--- src/rtl/dap_arbiter.sv ---
// dap_arbiter -- two-requester arbiter/sequencer for the debug capture port.
//
// Shares one DW-bit capture register (DCP) between debug bus 1 and debug
// bus 2. Request/grant handshake, round-robin priority between tenures,
// per-tenure burst limit, optional inactivity timeout.
//
// Optional feature macro: DAP_TIMEOUT_EN
//   defined   : idle counter built; an owner idle for TIMEOUT cycles is
//               revoked and tmo pulses for one cycle.
//   undefined : tenures end only on req drop or burst limit; tmo = 0.
//
// Ports:
//   clk            sole clock, rising edge
//   MRST           asynchronous active-high reset
//   req1/req2      requester wants the port (held for the tenure)
//   v1/v2          word valid on DB1/DB2
//   DB1/DB2        requester data
//   dcp_rdy        consumer takes DCP this cycle
//   rdy1/rdy2      combinational: requester word taken this cycle if v high
//   gnt1/gnt2      registered grant, one-hot or zero
//   DCP/dcp_vld    captured word and its unconsumed flag
//   SEL            00 idle, 11 bus 1, 10 bus 2, 01 release
//   tmo            one-cycle pulse on timeout revocation
module dap_arbiter #(
  parameter int DW        = 32,
  parameter int MAX_BURST = 4,
  parameter int TIMEOUT   = 15
) (
  input  logic          clk,
  input  logic          MRST,
  input  logic          req1,
  input  logic          req2,
  input  logic          v1,
  input  logic          v2,
  input  logic [DW-1:0] DB1,
  input  logic [DW-1:0] DB2,
  input  logic          dcp_rdy,
  output logic          rdy1,
  output logic          rdy2,
  output logic          gnt1,
  output logic          gnt2,
  output logic [DW-1:0] DCP,
  output logic          dcp_vld,
  output logic [1:0]    SEL,
  output logic          tmo
);

  typedef enum logic [1:0] {S_IDLE, S_OWN1, S_OWN2, S_REL} state_t;

  localparam logic [1:0] SEL_IDLE = 2'b00;
  localparam logic [1:0] SEL_BUS1 = 2'b11;
  localparam logic [1:0] SEL_BUS2 = 2'b10;
  localparam logic [1:0] SEL_REL  = 2'b01;
  localparam logic [3:0] BURST_LAST = 4'(MAX_BURST - 1);

  if (MAX_BURST < 1 || MAX_BURST > 15) begin : g_bad_burst
    $error("dap_arbiter: MAX_BURST must be 1..15");
  end
  if (TIMEOUT < 1 || TIMEOUT > 255) begin : g_bad_timeout
    $error("dap_arbiter: TIMEOUT must be 1..255");
  end

  state_t        state;
  logic          ptr;        // 0: bus 1 wins a tie, 1: bus 2 wins
  logic [3:0]    burst;      // captures made in the current tenure
  logic          slot_free;
  logic          cap1, cap2, cap;
  logic          own, own_req;
  logic          last_word, tmo_hit, tenure_end;
  logic [DW-1:0] cap_data;

  // DCP can take a word when empty or being drained this same cycle.
  assign slot_free = !dcp_vld || dcp_rdy;
  assign rdy1      = gnt1 && req1 && slot_free;
  assign rdy2      = gnt2 && req2 && slot_free;
  assign cap1      = v1 && rdy1;
  assign cap2      = v2 && rdy2;
  assign cap       = cap1 || cap2;
  assign cap_data  = cap1 ? DB1 : DB2;

  assign own       = gnt1 || gnt2;
  assign own_req   = gnt1 ? req1 : req2;
  assign last_word = cap && (burst == BURST_LAST);

`ifdef DAP_TIMEOUT_EN
  localparam logic [7:0] IDLE_LAST = 8'(TIMEOUT - 1);
  logic [7:0] idle_cnt;      // owned cycles since the last capture
  // Counter reaches TIMEOUT on this edge when it is one short now.
  assign tmo_hit = own && !cap && (idle_cnt == IDLE_LAST);
`else
  assign tmo_hit = 1'b0;
  assign tmo     = 1'b0;
`endif

  assign tenure_end = own && (!own_req || last_word || tmo_hit);

  // Arbitration FSM; gnt/SEL/tmo are registered alongside the state.
  always_ff @(posedge clk or posedge MRST) begin
    if (MRST) begin
      state <= S_IDLE;
      ptr   <= 1'b0;
      burst <= '0;
      gnt1  <= 1'b0;
      gnt2  <= 1'b0;
      SEL   <= SEL_IDLE;
`ifdef DAP_TIMEOUT_EN
      idle_cnt <= '0;
      tmo      <= 1'b0;
`endif
    end else begin
`ifdef DAP_TIMEOUT_EN
      tmo <= 1'b0;
`endif
      case (state)
        S_IDLE: begin
          if (req1 && (!req2 || !ptr)) begin
            state <= S_OWN1;
            gnt1  <= 1'b1;
            SEL   <= SEL_BUS1;
          end else if (req2) begin
            state <= S_OWN2;
            gnt2  <= 1'b1;
            SEL   <= SEL_BUS2;
          end
        end
        S_OWN1, S_OWN2: begin
          if (tenure_end) begin
            state <= S_REL;
            gnt1  <= 1'b0;
            gnt2  <= 1'b0;
            SEL   <= SEL_REL;
            // Hand priority to the requester that did not just own.
            ptr   <= (state == S_OWN1);
            burst <= '0;
`ifdef DAP_TIMEOUT_EN
            idle_cnt <= '0;
            // A req drop on the same edge is an ordinary release.
            tmo      <= tmo_hit && own_req;
`endif
          end else begin
            if (cap) burst <= burst + 4'd1;
`ifdef DAP_TIMEOUT_EN
            idle_cnt <= cap ? '0 : idle_cnt + 8'd1;
`endif
          end
        end
        default: begin
          state <= S_IDLE;
          SEL   <= SEL_IDLE;
        end
      endcase
    end
  end

  // Capture register. A held word survives tenure changes until drained.
  always_ff @(posedge clk or posedge MRST) begin
    if (MRST) begin
      DCP     <= '0;
      dcp_vld <= 1'b0;
    end else if (cap) begin
      DCP     <= cap_data;
      dcp_vld <= 1'b1;
    end else if (dcp_rdy) begin
      dcp_vld <= 1'b0;
    end
  end

endmodule

--- config.mk ---
export PLATFORM = sky130hd
export DESIGN_NAME = dap_arbiter
export DESIGN_NICKNAME = d
export VERILOG_FILES = /design/src/rtl/dap_arbiter.sv
export SDC_FILE = /design/constraint.sdc
export NUM_CORES = 1
export LEC_CHECK = 0
export ABC_CLOCK_PERIOD_IN_PS = 3600
export BUFFER_PORTS_ARGS = -buffer_cell sky130_fd_sc_hd__buf_4
export CAP_MARGIN = 5
export CORE_MARGIN = 2
export CORE_UTILIZATION = 45
export CTS_CLUSTER_SIZE = 40
export DETAILED_ROUTE_END_ITERATION = 8
export HOLD_SLACK_MARGIN = 0.06
export PLACE_DENSITY = 0.79
export SYNTH_ARGS = -nofsm -noshare
export SYNTH_HDL_FRONTEND = slang
export SYNTH_SLANG_ARGS = --single-unit
--- constraint.sdc ---
create_clock -name clk -period 3.6 [get_ports clk]
set_input_delay 0.36 -clock clk [delete_from_list [all_inputs] [get_ports clk]]
set_output_delay 0.36 -clock clk [all_outputs]
set_load 0.05 [all_outputs]
### Word-level counts from Yosys, hierarchy flattened

Index checks and enable logic that the tools add are counted.

| operators by class | value |
|---|---|
| add/sub/neg operators | 1 |
| reductions and logical operators | 28 |
| multiplexer cells | 19 |
| equal/unequal tests | 8 |

Operators by type and width:

| cell | count |
|---|---|
| $mux W32 | 1 |
| $mux W2 | 5 |
| $logic_and A1 B1 Y1 | 9 |
| $mux W4 | 2 |
| $ne A2 B2 Y1 const B | 4 |
| $pmux W2 S2 | 2 |
| $mux W1 | 7 |
| $reduce_and A2 Y1 | 3 |
| $reduce_bool A2 Y1 | 3 |
| $logic_or A1 B1 Y1 | 5 |
| $add A4 B1 Y4 const B | 1 |
| $eq A4 B2 Y1 const B | 1 |
| $logic_not A1 Y1 | 4 |
| $pmux W1 S2 | 2 |
| $reduce_and A4 Y1 | 1 |
| $ne A3 B3 Y1 const B | 1 |
| $reduce_and A3 Y1 | 1 |
| $eq A2 B1 Y1 const B | 1 |
| $eq A2 B2 Y1 const B | 1 |
| $logic_not A2 Y1 | 1 |
| $reduce_or A2 Y1 | 1 |

| word-level totals | value |
|---|---|
| output and inout port bits | 40 |
| logic and storage cells | 64 |
| bits in registers | 44 |
| input port bits | 71 |

### Longest topological paths before layout

Gate-level depths: netlist (run 1).

| depth | value |
|---|---|
| depth in word-level cells | 10 |
| gate-level depth with buffers | 7 |
| depth with buffers taken out | 6 |

### Least setup slack after synthesis (run 1)

Ideal clock, no wire load.

| path | value |
|---|---|
| kind | register -> register |
| start | reg gnt1 |
| end | reg DCP[10] |
| arrival time | 2.327 ns |
| buffers on the path | 1 |
| library setup time | 0.141 ns |
| setup slack | 1.132 ns |
| period minus slack after synthesis | 2.468 ns |
| required time | 3.459 ns |
| cell stages (with the launch flop) | 7 |
| path through | dfrtp_1 > nand2_1 > nor2_1 > nand2_1 > clkbuf_1 > nor2_1 > a31oi_1 |

| on the way | value |
|---|---|
| word-level cells in the longest chain between the ends | 4 |
| elaborated cells on any way between the ends | 5 |
| those cells by class | mux (1); reduce/logical (4) |

Ends and longest elaborated chain:

| element | RTL line | source |
|---|---|---|
| start: declaration | 40 | `output logic gnt1,` |
| start signal: assignment | 103 | `gnt1 <= 1'b0;` |
| start signal: assignment | 118 | `gnt1 <= 1'b1;` |
| start signal: assignment | 129 | `gnt1 <= 1'b0;` |
| $logic_and A1 B1 Y1 (*) (2 in a row) | 74 | `assign rdy1 = gnt1 && req1 && slot_free;` |
| net rdy1 | 38 | `output logic rdy1,` |
| $logic_and A1 B1 Y1 (*) | 76 | `assign cap1 = v1 && rdy1;` |
| $mux W32 or $logic_or A1 B1 Y1 (tied branches) | 79, 78 |  |
| end signal: assignment | 161 | `DCP <= cap_data;` |
| end: declaration | 42 | `output logic [DW-1:0] DCP,` |

Mark *: on every way through the listed nets, which the timed path passes. The rest lies on a longest branch.
A chain may end at the register's enable or synchronous reset.

### Final worst setup path (run 1)

| path | value |
|---|---|
| start | reg dcp_vld |
| end | reg burst[3] |

| on the way | value |
|---|---|
| word-level cells in the longest chain between the ends | 10 |
| elaborated cells on any way between the ends | 13 |
| those cells by class | mux (1); reduce/logical (12) |

Ends and longest elaborated chain:

| element | RTL line | source |
|---|---|---|
| start: declaration | 43 | `output logic dcp_vld,` |
| start signal: assignment | 159 | `dcp_vld <= 1'b0;` |
| start signal: assignment | 162 | `dcp_vld <= 1'b1;` |
| start signal: assignment | 164 | `dcp_vld <= 1'b0;` |
| $logic_not A1 Y1 (*) | 73 | `assign slot_free = !dcp_vld \|\| dcp_rdy;` |
| $logic_or A1 B1 Y1 (*) | 73 |  |
| $logic_and A1 B1 Y1, on equally long branches | 74, 75 |  |
| $logic_and A1 B1 Y1, on equally long branches | 76, 77 |  |
| $logic_or A1 B1 Y1 (*) | 78 | `assign cap = cap1 \|\| cap2;` |
| $logic_and A1 B1 Y1 | 83 | `assign last_word = cap && (burst == BURST_LAST);` |
| $logic_or A1 B1 Y1 | 95 | `assign tenure_end = own && (!own_req \|\| last_word \|\| tmo_hit);` |
| $logic_and A1 B1 Y1 | 95 |  |
| $reduce_bool A2 Y1 (no line) | n/a |  |
| $reduce_and A2 Y1 (no line) | n/a |  |
| end signal: assignment | 141 | `if (cap) burst <= burst + 4'd1;` |
| end: declaration | 65 | `logic [3:0] burst;` |

Mark *: on every way between the ends. The rest lies on a longest branch, timed or not.

==> flow_metrics.tcl, run 1 <==
set metrics [dict create \
    p_leak_nw 1.56 \
    antenna_found_initial 0 \
    slowest_stage "nor3b_4" \
    crit_type "flip-flop to flip-flop" \
    min_path_type "input port to async pin" \
    holdBufCountCts 0 \
    fmax_ghz 0.506 \
    io_buffers 109 \
    clk_latency_ps 290 \
    status "completed" \
    die_w_um 73.9 \
    grt_pass1_vias 2021 \
    endpoint_kind "flip-flop" \
    cp_num_buf_inv 0 \
    ys_seq_area_frac 0.490 \
    critical_path.cell_chain "nor2b_4 > nor3b_4 > o221ai_1 > nor3_1 > a211o_1" \
    setup_viol 0 \
    cts_htree_levels 2 \
    ys_warn_count 0 \
    place_hpwl_mm 3.98 \
    post_cts_buffers 0 \
    area_growth_pct 44.1 \
    dp_slack_ps 1490 \
    cp_max_fo 18 \
    fin_crit_sh 0.549 \
    drive_above_1_share 0.356 \
    path_clk_slew_ps 90 \
    antenna_left 0 \
    grt_use_met3 0.0535 \
    fillCellCount 406 \
    grt_pass1_wl_mm 8.82 \
    cts_buffers 5 \
    power_density_nw_per_um2 972 \
    nets 436 \
    r2r_end "burst[3]$_DFFE_PP0P_" \
    slew_violations 0 \
    max-cap-violations 0 \
    synth_fp_nets 334 \
    cp_data_required_time_ps 3840 \
    clockRootBuffer "clkbuf_8" \
    cts_tree "built" \
    initial_utilization 0.465 \
    gp_congestion 0.768 \
    grt_start_max_net_pins 65 \
    drtPass1Iterations 5 \
    clock-sinks 43 \
    grt_overflow 0 \
    r2r.worst_path.cells 5 \
    syn-cell-area_um2 2200 \
    via_count 2165 \
    path_depth 5 \
    synth_cell_types 37 \
    top_level_ports 111 \
    finalClockSkew_ps 5.08 \
    wire_per_inst_um 12.8 \
    clock_path_buffers 2 \
    routed_wl_mm 5.48 \
    ir_drop_mv 0.566 \
    coreArea_um2 4720 \
    cp.arrival_ps 2220 \
    diodes 0 \
    path_delay_family "simple AND/OR/NAND/NOR gates" \
    fin_cells 429 \
    setup_tns_ps 0 \
    fin_crit_ps 1980 \
    r2r_slack_ps 1620 \
    grt.met2_usage 0.338 \
    rows 25 \
    cp-start-kind "flip-flop" \
    setup_ws_ps 1620 \
    r2r_start "dcp_vld$_DFFE_PP0P_" \
    avgViaCountPerCell 5.05 \
    die-area_um2 5450 \
    slowest_delay_ps 670 \
    grt_util_met1 0.272 \
    top_usage_layer "met2" \
    dpl.cell_count 421 \
    cts_resized 0 \
    rsz0062_at_grt "no" \
    track_usage 0.204 \
    die_h_um 73.9 \
    worst_slew_pin_slew_ps 1060 \
    ys_seq_elements 43 \
    max_slew_margin 0.294 \
    final_hold_viol_count 0 \
    syn_avg_cell_area_um2 8.48 \
    netlist_instances 259 \
    drtIter0Drc 157 \
    drcViolationCount 0 \
]
## through the flow
stage | util | hold slack (ps) | power (W) | cell area, um2
2_1_floorplan | - | 476 | 0.00215 | 2200
3_3_place_gp | 0.644 | 476 | 0.00266 | 3040
3_5_place_dp | 0.644 | 483 | 0.00269 | 3040
4_1_cts | 0.670 | 214 | 0.00310 | 3160
5_1_grt | 0.670 | 235 | 0.00325 | 3160
6_report | 0.670 | 191 | 0.00308 | 3160
## how the worst max path moves through the flow
stage | to | slack [ps] | startpoint
floorplan | DCP[10]$_DFFE_PP0P_ | 1130 | gnt1$_DFFE_PP0P_
global placement | DCP[18]$_DFFE_PP0P_ | 1550 | dcp_rdy
detailed placement | DCP[24]$_DFFE_PP0P_ | 1490 | dcp_rdy
CTS | DCP[5]$_DFFE_PP0P_ | 1590 | dcp_vld$_DFFE_PP0P_
global route | burst[3]$_DFFE_PP0P_ | 1350 | gnt2$_DFFE_PP0P_
finish | burst[3]$_DFFE_PP0P_ | 1620 | dcp_vld$_DFFE_PP0P_
## synthesized netlist by cell type
cell | instances | area (um2)
nor2b_4 | 1 | 13.8
nand2_2 | 1 | 6.26
mux2_2 | 2 | 22.5
a21boi_0 | 1 | 7.51
a22o_1 | 1 | 8.76
a31oi_1 | 32 | 200
nor3b_1 | 2 | 15.0
nand2b_1 | 4 | 25.0
buf_2 | 3 | 15.0
o221ai_1 | 1 | 8.76
nor3_1 | 1 | 5.00
o22a_1 | 1 | 8.76
clkbuf_1 | 9 | 33.8
nor4_4 | 2 | 42.5
and2_1 | 1 | 6.26
a211o_1 | 1 | 8.76
nor2_1 | 40 | 150
nand3_1 | 2 | 10.0
nor3_2 | 1 | 10.0
or4_4 | 1 | 11.3
inv_1 | 6 | 22.5
nor3b_2 | 1 | 12.5
buf_6 | 1 | 11.3
o21a_1 | 1 | 7.51
o211ai_1 | 2 | 15.0
nand2_1 | 77 | 289
nor2b_1 | 1 | 6.26
o22ai_1 | 2 | 12.5
o21ai_0 | 3 | 15.0
ha_1 | 4 | 50.1
or3_1 | 1 | 6.26
dfrtp_1 | 43 | 1080
conb_1 | 1 | 3.75
buf_4 | 2 | 15.0
a21oi_1 | 2 | 10.0
buf_1 | 1 | 3.75
o31ai_1 | 4 | 30.0
## worst min-delay path, cell delays in order
cell      delay, ps
buf_4           110
clkinv_1         40
buf_4           440
## sequential cells by signal, indices dropped and copies added, names as in the netlist
register / cells
DCP: 32
burst: 4
SEL: 2
dcp_vld: 1
gnt1: 1
gnt2: 1
ptr: 1
state: 1
## power breakdown
group | switching [W] | internal [W] | leakage, nW
Sequential | 0.000154 | 0.000716 | 0.511
Clock | 0.000172 | 0.000228 | 0.0618
Combinational | 0.00123 | 0.000579 | 0.989
## routing by layer
| layer | wire length (um) | vias to the layer above |
|---|---|---|
| met2 | 2700 | 75 |
| met1 | 2400 | 1012 |
| met3 | 361 | 2 |
| met4 | 17 | 0 |
| met5 | 0 | - |
| li1 | - | 1076 |
## cell usage in the layout (no fill, tap or decap), drive strengths merged
cell type / Yosys / final
nor2: 40 / 40
nor4: 2 / 2
o221ai: 1 / 1
nand2: 78 / 78
ha: 4 / 4
inv: 6 / 6
nor3b: 3 / 3
mux2: 2 / 2
dfrtp: 43 / 43
or4: 1 / 1
nand3: 2 / 2
a21oi: 2 / 2
o21a: 1 / 1
o21ai: 3 / 3
o31ai: 4 / 4
clkbuf: 9 / 6
conb: 1 / 1
or3: 1 / 1
nand2b: 4 / 4
nor2b: 2 / 2
bufinv: 0 / 1
and2: 1 / 1
a22o: 1 / 1
buf: 7 / 111
o22a: 1 / 1
o211ai: 2 / 2
nor3: 2 / 2
a31oi: 32 / 32
clkinv: 0 / 1
a211o: 1 / 1
o22ai: 2 / 2
a21boi: 1 / 1
## layout make-up
cell class                      instances  area [um2]  area share
Clock inverter                          2        38.8      0.0123
Inverter                                6        22.5     0.00712
Tap cell                               67        83.8      0.0265
Sequential cell                        43        1080       0.340
Multi-Input combinational cell        194        1030       0.325
Timing Repair Buffer                  111         833       0.263
Clock buffer                            6        82.6      0.0261
## kinds of logic after synthesis
kind of cell,share of synthesized area
other cells,0.00171
fa+ha+maj,0.0228
buf+inv,0.0461
mux,0.0103
flops,0.490
compound gates,0.152
simple gates,0.277
(Power assumes the default switching activity.)
==> run 2, diff against run 1 <==
==> config.mk (replaced) <==
export PLATFORM = sky130hd
export DESIGN_NAME = dap_arbiter
export DESIGN_NICKNAME = d
export VERILOG_FILES = /design/src/rtl/dap_arbiter.sv
export SDC_FILE = /design/constraint.sdc
export NUM_CORES = 1
export LEC_CHECK = 0
export ABC_CLOCK_PERIOD_IN_PS = 1650
export BUFFER_PORTS_ARGS = -buffer_cell sky130_fd_sc_hd__buf_4
export CAP_MARGIN = 5
export CORE_MARGIN = 2
export CORE_UTILIZATION = 41
export CTS_CLUSTER_SIZE = 40
export DETAILED_ROUTE_END_ITERATION = 8
export HOLD_SLACK_MARGIN = 0.06
export PLACE_DENSITY = 0.76
export SYNTH_ARGS = -nofsm -noshare
export SYNTH_HDL_FRONTEND = slang
export SYNTH_SLANG_ARGS = --single-unit
==> constraint.sdc (replaced) <==
create_clock -name clk -period 1.65 [get_ports clk]
set_input_delay 0.165 -clock clk [delete_from_list [all_inputs] [get_ports clk]]
set_output_delay 0.165 -clock clk [all_outputs]
set_load 0.05 [all_outputs]
==> flow_metrics.tcl, run 2 (same netlist as run 1, synthesis figures left out) <==
set metrics [dict create \
    max_slew_margin 0.662 \
    swShare 0.512 \
    initial_utilization 0.427 \
    fin_crit_ps 1710 \
    top_regs "DCP x32, burst x4, SEL x2" \
    p_int_w 0.00336 \
    track_usage 0.213 \
    nets 454 \
    die_h_um 77.2 \
    routed_wl_mm 6.11 \
    final_common_cell "buf_4" \
    cp.arrival_ps 1880 \
    min_path_type "input port to flip-flop" \
    fillCellCount 459 \
    diodes 0 \
    max-cap-violations 0 \
    p_leak_nw 1.68 \
    grt_pass1_wl_mm 10.2 \
    drcViolationCount 0 \
    combinationalPowerShare 0.630 \
    wire_per_inst_um 13.6 \
    clock_path_buffers 2 \
    antenna_found_initial 0 \
    p_sw_w 0.00353 \
    cp-start-kind "flip-flop" \
    die_w_um 77.2 \
    grt_start_max_net_pins 35 \
    clock-sinks 43 \
    finish.instance_area_um2 3420 \
    p_seq_frac 0.274 \
    cp_max_fo 3 \
    coreArea_um2 5140 \
    clockPowerShare 0.096 \
    top_level_ports 111 \
    antenna_left 0 \
    rsz0062_at_grt "yes" \
    cts_htree_levels 2 \
    drtPass1Iterations 4 \
    avgViaCountPerCell 4.98 \
    grt_overflow 0 \
    cts_buffers 5 \
    path_clk_slew_ps 80 \
    clk_latency_ps 300 \
    layout_common_cells "buf_4 (125), nand2_1 (74), dfrtp_1 (40)" \
    clockRootBuffer "clkbuf_8" \
    cts_tree "built" \
    place_hpwl_mm 4.58 \
    endpoint_kind "flip-flop" \
    fin_crit_sh 1.03 \
    worst_slew_pin_slew_ps 504 \
    largest_reg_flops 32 \
    failed_checks "negative setup slack" \
    setup_ws_ps -55.2 \
    io_buffers 109 \
    via_count 2239 \
    ir_drop_mv 1.19 \
    area_growth_pct 55.8 \
    slew_violations 0 \
    power_density_nw_per_um2 2020 \
    finalClockSkew_ps 9.78 \
    final_hold_viol_count 0 \
    gp_congestion 0.829 \
    die-area_um2 5960 \
    largest-register "DCP" \
    status "complete, but fails checks" \
    fmax_ghz 0.586 \
    drive_above_1_share 0.429 \
    cp_data_required_time_ps 1830 \
    drtIter0Drc 62 \
    setup_viol 2 \
    hold_ws_ps 124 \
    place_area_um2 3250 \
    grt_pass1_vias 2166 \
    crit_type "flip-flop to flip-flop" \
    rows 26 \
]
[run 2: cell count changes in the layout (fill, tap and decap cells not counted), moves of 3 or more]
cell,previous run,this run
buf_4,111,125
nand2_4,0,4
dfrtp_1,43,40
dfrtp_2,0,3
[run 2: final cells by class]
cell class / count / area, um2 / share of cell area
inverter: 6 / 22.5 / 0.00658
tap: 70 / 87.6 / 0.0256
timing repair buffer: 129 / 1000 / 0.292
sequential: 43 / 1080 / 0.316
clock buffer: 6 / 72.6 / 0.0212
multi-input combinational: 194 / 1150 / 0.335
clock inverter: 2 / 12.5 / 0.00366
[run 2: repair_timing]
item                                    in CTS  in global routing
setup buffers                                2                  2
hold buffers                                 1                  0
gates cloned                                 0                  0
endpoints found under the setup margin       6                 11
pin swaps                                    3                  6
resized for setup                            4                  6
endpoints found under the hold margin       12                  0
[run 2: metal layers]
metal	part of all wire	vias up	GRT usage	wire [um]
met5	0	-	0	0
met4	0.013	0	0.0643	78
met3	0.056	6	0.0412	344
met2	0.49	78	0.371	3000
met1	0.44	1042	0.267	2680
li1	-	1113	-	-
[run 2: critical path: stages, from the launching register on]
cell and delay, ps:
dfrtp_1 400, ha_4 160, nand2b_4 80, nor4_4 300, nor3_2 110, nor3b_2 220, mux2_4 320
[run 2: worst paths after layout]
path,to,startpoint,slack [ps],cells past startpoint
max in group asynchronous,DCP[16]$_DFFE_PP0P_,MRST,640,4
worst max register to register,ptr$_DFFE_PP0P_,burst[1]$_DFFE_PP0P_,-60,6
min in group asynchronous,burst[2]$_DFFE_PP0P_,MRST,410,3
worst min-delay path,DCP[9]$_DFFE_PP0P_,DB2[9],120,3
worst min register to register,SEL[1]$_DFFE_PP0P_,SEL[1]$_DFFE_PP0P_,500,1
worst max-delay path,ptr$_DFFE_PP0P_,burst[1]$_DFFE_PP0P_,-60,6
[run 2: through the flow]
stage	total power, W	instances	utilization	TNS, ps	setup slack [ps]
2_1_floorplan	0.00484	259	-	-538	-71.7
3_3_place_gp	0.00607	438	0.632	-44.6	-44.6
3_5_place_dp	0.00618	438	0.632	-214	-111
4_1_cts	0.00689	448	0.657	-183	-78.3
5_1_grt	0.00730	450	0.666	-390	-116
6_report	0.00689	450	0.666	-72.6	-55.2
[run 2: power groups by stage]
stage	clock network, W	registers (W)	logic (W)
after global routing	0.000722	0.00197	0.00461
final	0.000661	0.00189	0.00434
after floorplan	0	0.00346	0.00139
after detailed placement	0	0.00189	0.00429
after CTS	0.000681	0.00189	0.00432
after global placement	0	0.00187	0.00421
==> run 3, diff against run 2 <==
--- a/config.mk
+++ b/config.mk
@@ -14,6 +14,7 @@
 export DETAILED_ROUTE_END_ITERATION = 8
 export HOLD_SLACK_MARGIN = 0.06
 export PLACE_DENSITY = 0.76
+export RECOVER_POWER = 100
 export SYNTH_ARGS = -nofsm -noshare
 export SYNTH_HDL_FRONTEND = slang
 export SYNTH_SLANG_ARGS = --single-unit
==> flow_metrics.tcl, run 3 (same netlist as run 1, synthesis figures left out) <==
set metrics [dict create \
    cts_htree_levels 2 \
    max_slew_margin 0.581 \
    grt_start_max_net_pins 35 \
    slowest_delay_ps 400 \
    crit_type "flip-flop to flip-flop" \
    path_delay_family "simple AND/OR/NAND/NOR gates" \
    fin_crit_sh 1.03 \
    layout_common_cells "buf_4 (88), nand2_1 (74), dfrtp_1 (40)" \
    drcViolationCount 0 \
    cts_tree "built" \
    max-cap-violations 0 \
    area_growth_pct 49.7 \
    rsz0062_at_grt "yes" \
    p_seq_frac 0.289 \
    clockRootBuffer "clkbuf_8" \
    clockPowerShare 0.101 \
    p_sw_w 0.00353 \
    failed_checks "negative setup slack" \
    swShare 0.542 \
    die_h_um 77.2 \
    final_hold_viol_count 0 \
    antenna_left 0 \
    final_common_cell "buf_4" \
    coreArea_um2 5140 \
    worst_slew_pin_slew_ps 631 \
    largest-register "DCP" \
    clk_latency_ps 300 \
    endpoint_kind "flip-flop" \
    clock_path_buffers 2 \
    diodes 0 \
    fmax_ghz 0.587 \
    path_clk_slew_ps 80 \
    p_int_w 0.00298 \
    place_hpwl_mm 4.58 \
    top_regs "DCP x32, burst x4, SEL x2" \
    routed_wl_mm 6.13 \
    top_level_ports 111 \
    track_usage 0.213 \
    finish.instance_area_um2 3290 \
    die-area_um2 5960 \
    final_util 0.639 \
    p_leak_nw 1.56 \
    via_count 2246 \
    largest_reg_flops 32 \
    ir_drop_mv 1.17 \
    cp_max_fo 3 \
    place_area_um2 3250 \
    cp_data_required_time_ps 1830 \
    critical_path.cell_chain "ha_4 > nand2b_4 > nor4_4 > nor3_2 > nor3b_2 > mux2_4" \
    fin_crit_ps 1700 \
    initial_utilization 0.427 \
    cp.arrival_ps 1880 \
    finalClockSkew_ps 9.99 \
    cts_buffers 5 \
    rows 26 \
    clock-sinks 43 \
    min_path_type "input port to flip-flop" \
    antenna_found_initial 0 \
    io_buffers 109 \
    drive_above_1_share 0.337 \
    drtPass1Iterations 4 \
    gp_congestion 0.829 \
    wire_per_inst_um 13.6 \
    grt_pass1_vias 2166 \
    die_w_um 77.2 \
    grt_pass1_wl_mm 10.2 \
    nets 454 \
    setup_ws_ps -54.9 \
    combinationalPowerShare 0.610 \
    avgViaCountPerCell 4.99 \
    power_density_nw_per_um2 1980 \
    drtIter0Drc 80 \
    slowest_stage "dfrtp_1" \
    grt_overflow 0 \
    status "complete, but fails checks" \
    slew_violations 0 \
    cp_num_buf_inv 0 \
    cp-start-kind "flip-flop" \
    setup_viol 2 \
]
[run 3: changes by cell type in the layout (fill, tap and decap cells not counted)]
cell,previous run,this run
buf_4,125,88
clkbuf_1,1,36
clkbuf_2,0,1
clkbuf_4,0,1
[run 3: tightest hold or removal path: cells and delay by family]
| kind | cells | cell delay (ps) |
|---|---|---|
| buf+inv | 1 | 110 |
| compound gates | 1 | 70 |
| simple gates | 1 | 50 |
[run 3: final cells by class]
type	count	area (um2)
fill	500	1850
multi-input combinational	194	1150
sequential	43	1080
timing repair buffer	129	866
tap	70	87.6
clock buffer	6	72.6
inverter	6	22.5
clock inverter	2	12.5
[run 3: power groups by stage]
stage	Sequential, W	Combinational (W)	Clock, W
global route	0.00196	0.00424	0.000722
floorplan	0.00346	0.00139	0
finish	0.00188	0.00397	0.000660
CTS	0.00189	0.00432	0.000681
global placement	0.00187	0.00421	0
detailed placement	0.00189	0.00429	0
[run 3: metal layers]
| layer | wire [um] | share of wire | GRT usage |
|---|---|---|---|
| met3 | 354 | 0.058 | 0.0412 |
| met2 | 3000 | 0.49 | 0.371 |
| met4 | 78 | 0.013 | 0.0643 |
| met5 | 0 | 0 | 0 |
| met1 | 2700 | 0.44 | 0.267 |
[run 3: path summary, 6_finish.rpt]
kind | from | end | slack, ps | cells after the start
setup / recovery | burst[1]$_DFFE_PP0P_ | ptr$_DFFE_PP0P_ | -50 | 6
hold / removal | DB2[11] | DCP[11]$_DFFE_PP0P_ | 120 | 3
setup reg to reg | burst[1]$_DFFE_PP0P_ | ptr$_DFFE_PP0P_ | -50 | 6
hold reg to reg | SEL[1]$_DFFE_PP0P_ | SEL[1]$_DFFE_PP0P_ | 500 | 1
max in group asynchronous | MRST | gnt1$_DFFE_PP0P_ | 370 | 4
min in group asynchronous | MRST | burst[2]$_DFFE_PP0P_ | 400 | 3
[run 3: through the flow]
stage               setup TNS, ps  instances  power, W  setup WS (ps)  hold slack (ps)
floorplan                    -538        259   0.00484          -71.7              313
global placement            -44.6        438   0.00607          -44.6              165
detailed placement           -214        438   0.00618           -111              172
CTS                          -183        448   0.00689          -78.3              114
global route                 -390        450   0.00693           -116              121
finish                      -68.9        450   0.00651          -54.9              122
[run 3: what timing repair did]
action | CTS | global route
buffers inserted | 2 | 2
hold buffers | 1 | 0
endpoints found under the setup margin | 6 | 11
pin swaps | 3 | 6
gates resized for setup | 4 | 6
hold endpoints to repair | 12 | 0
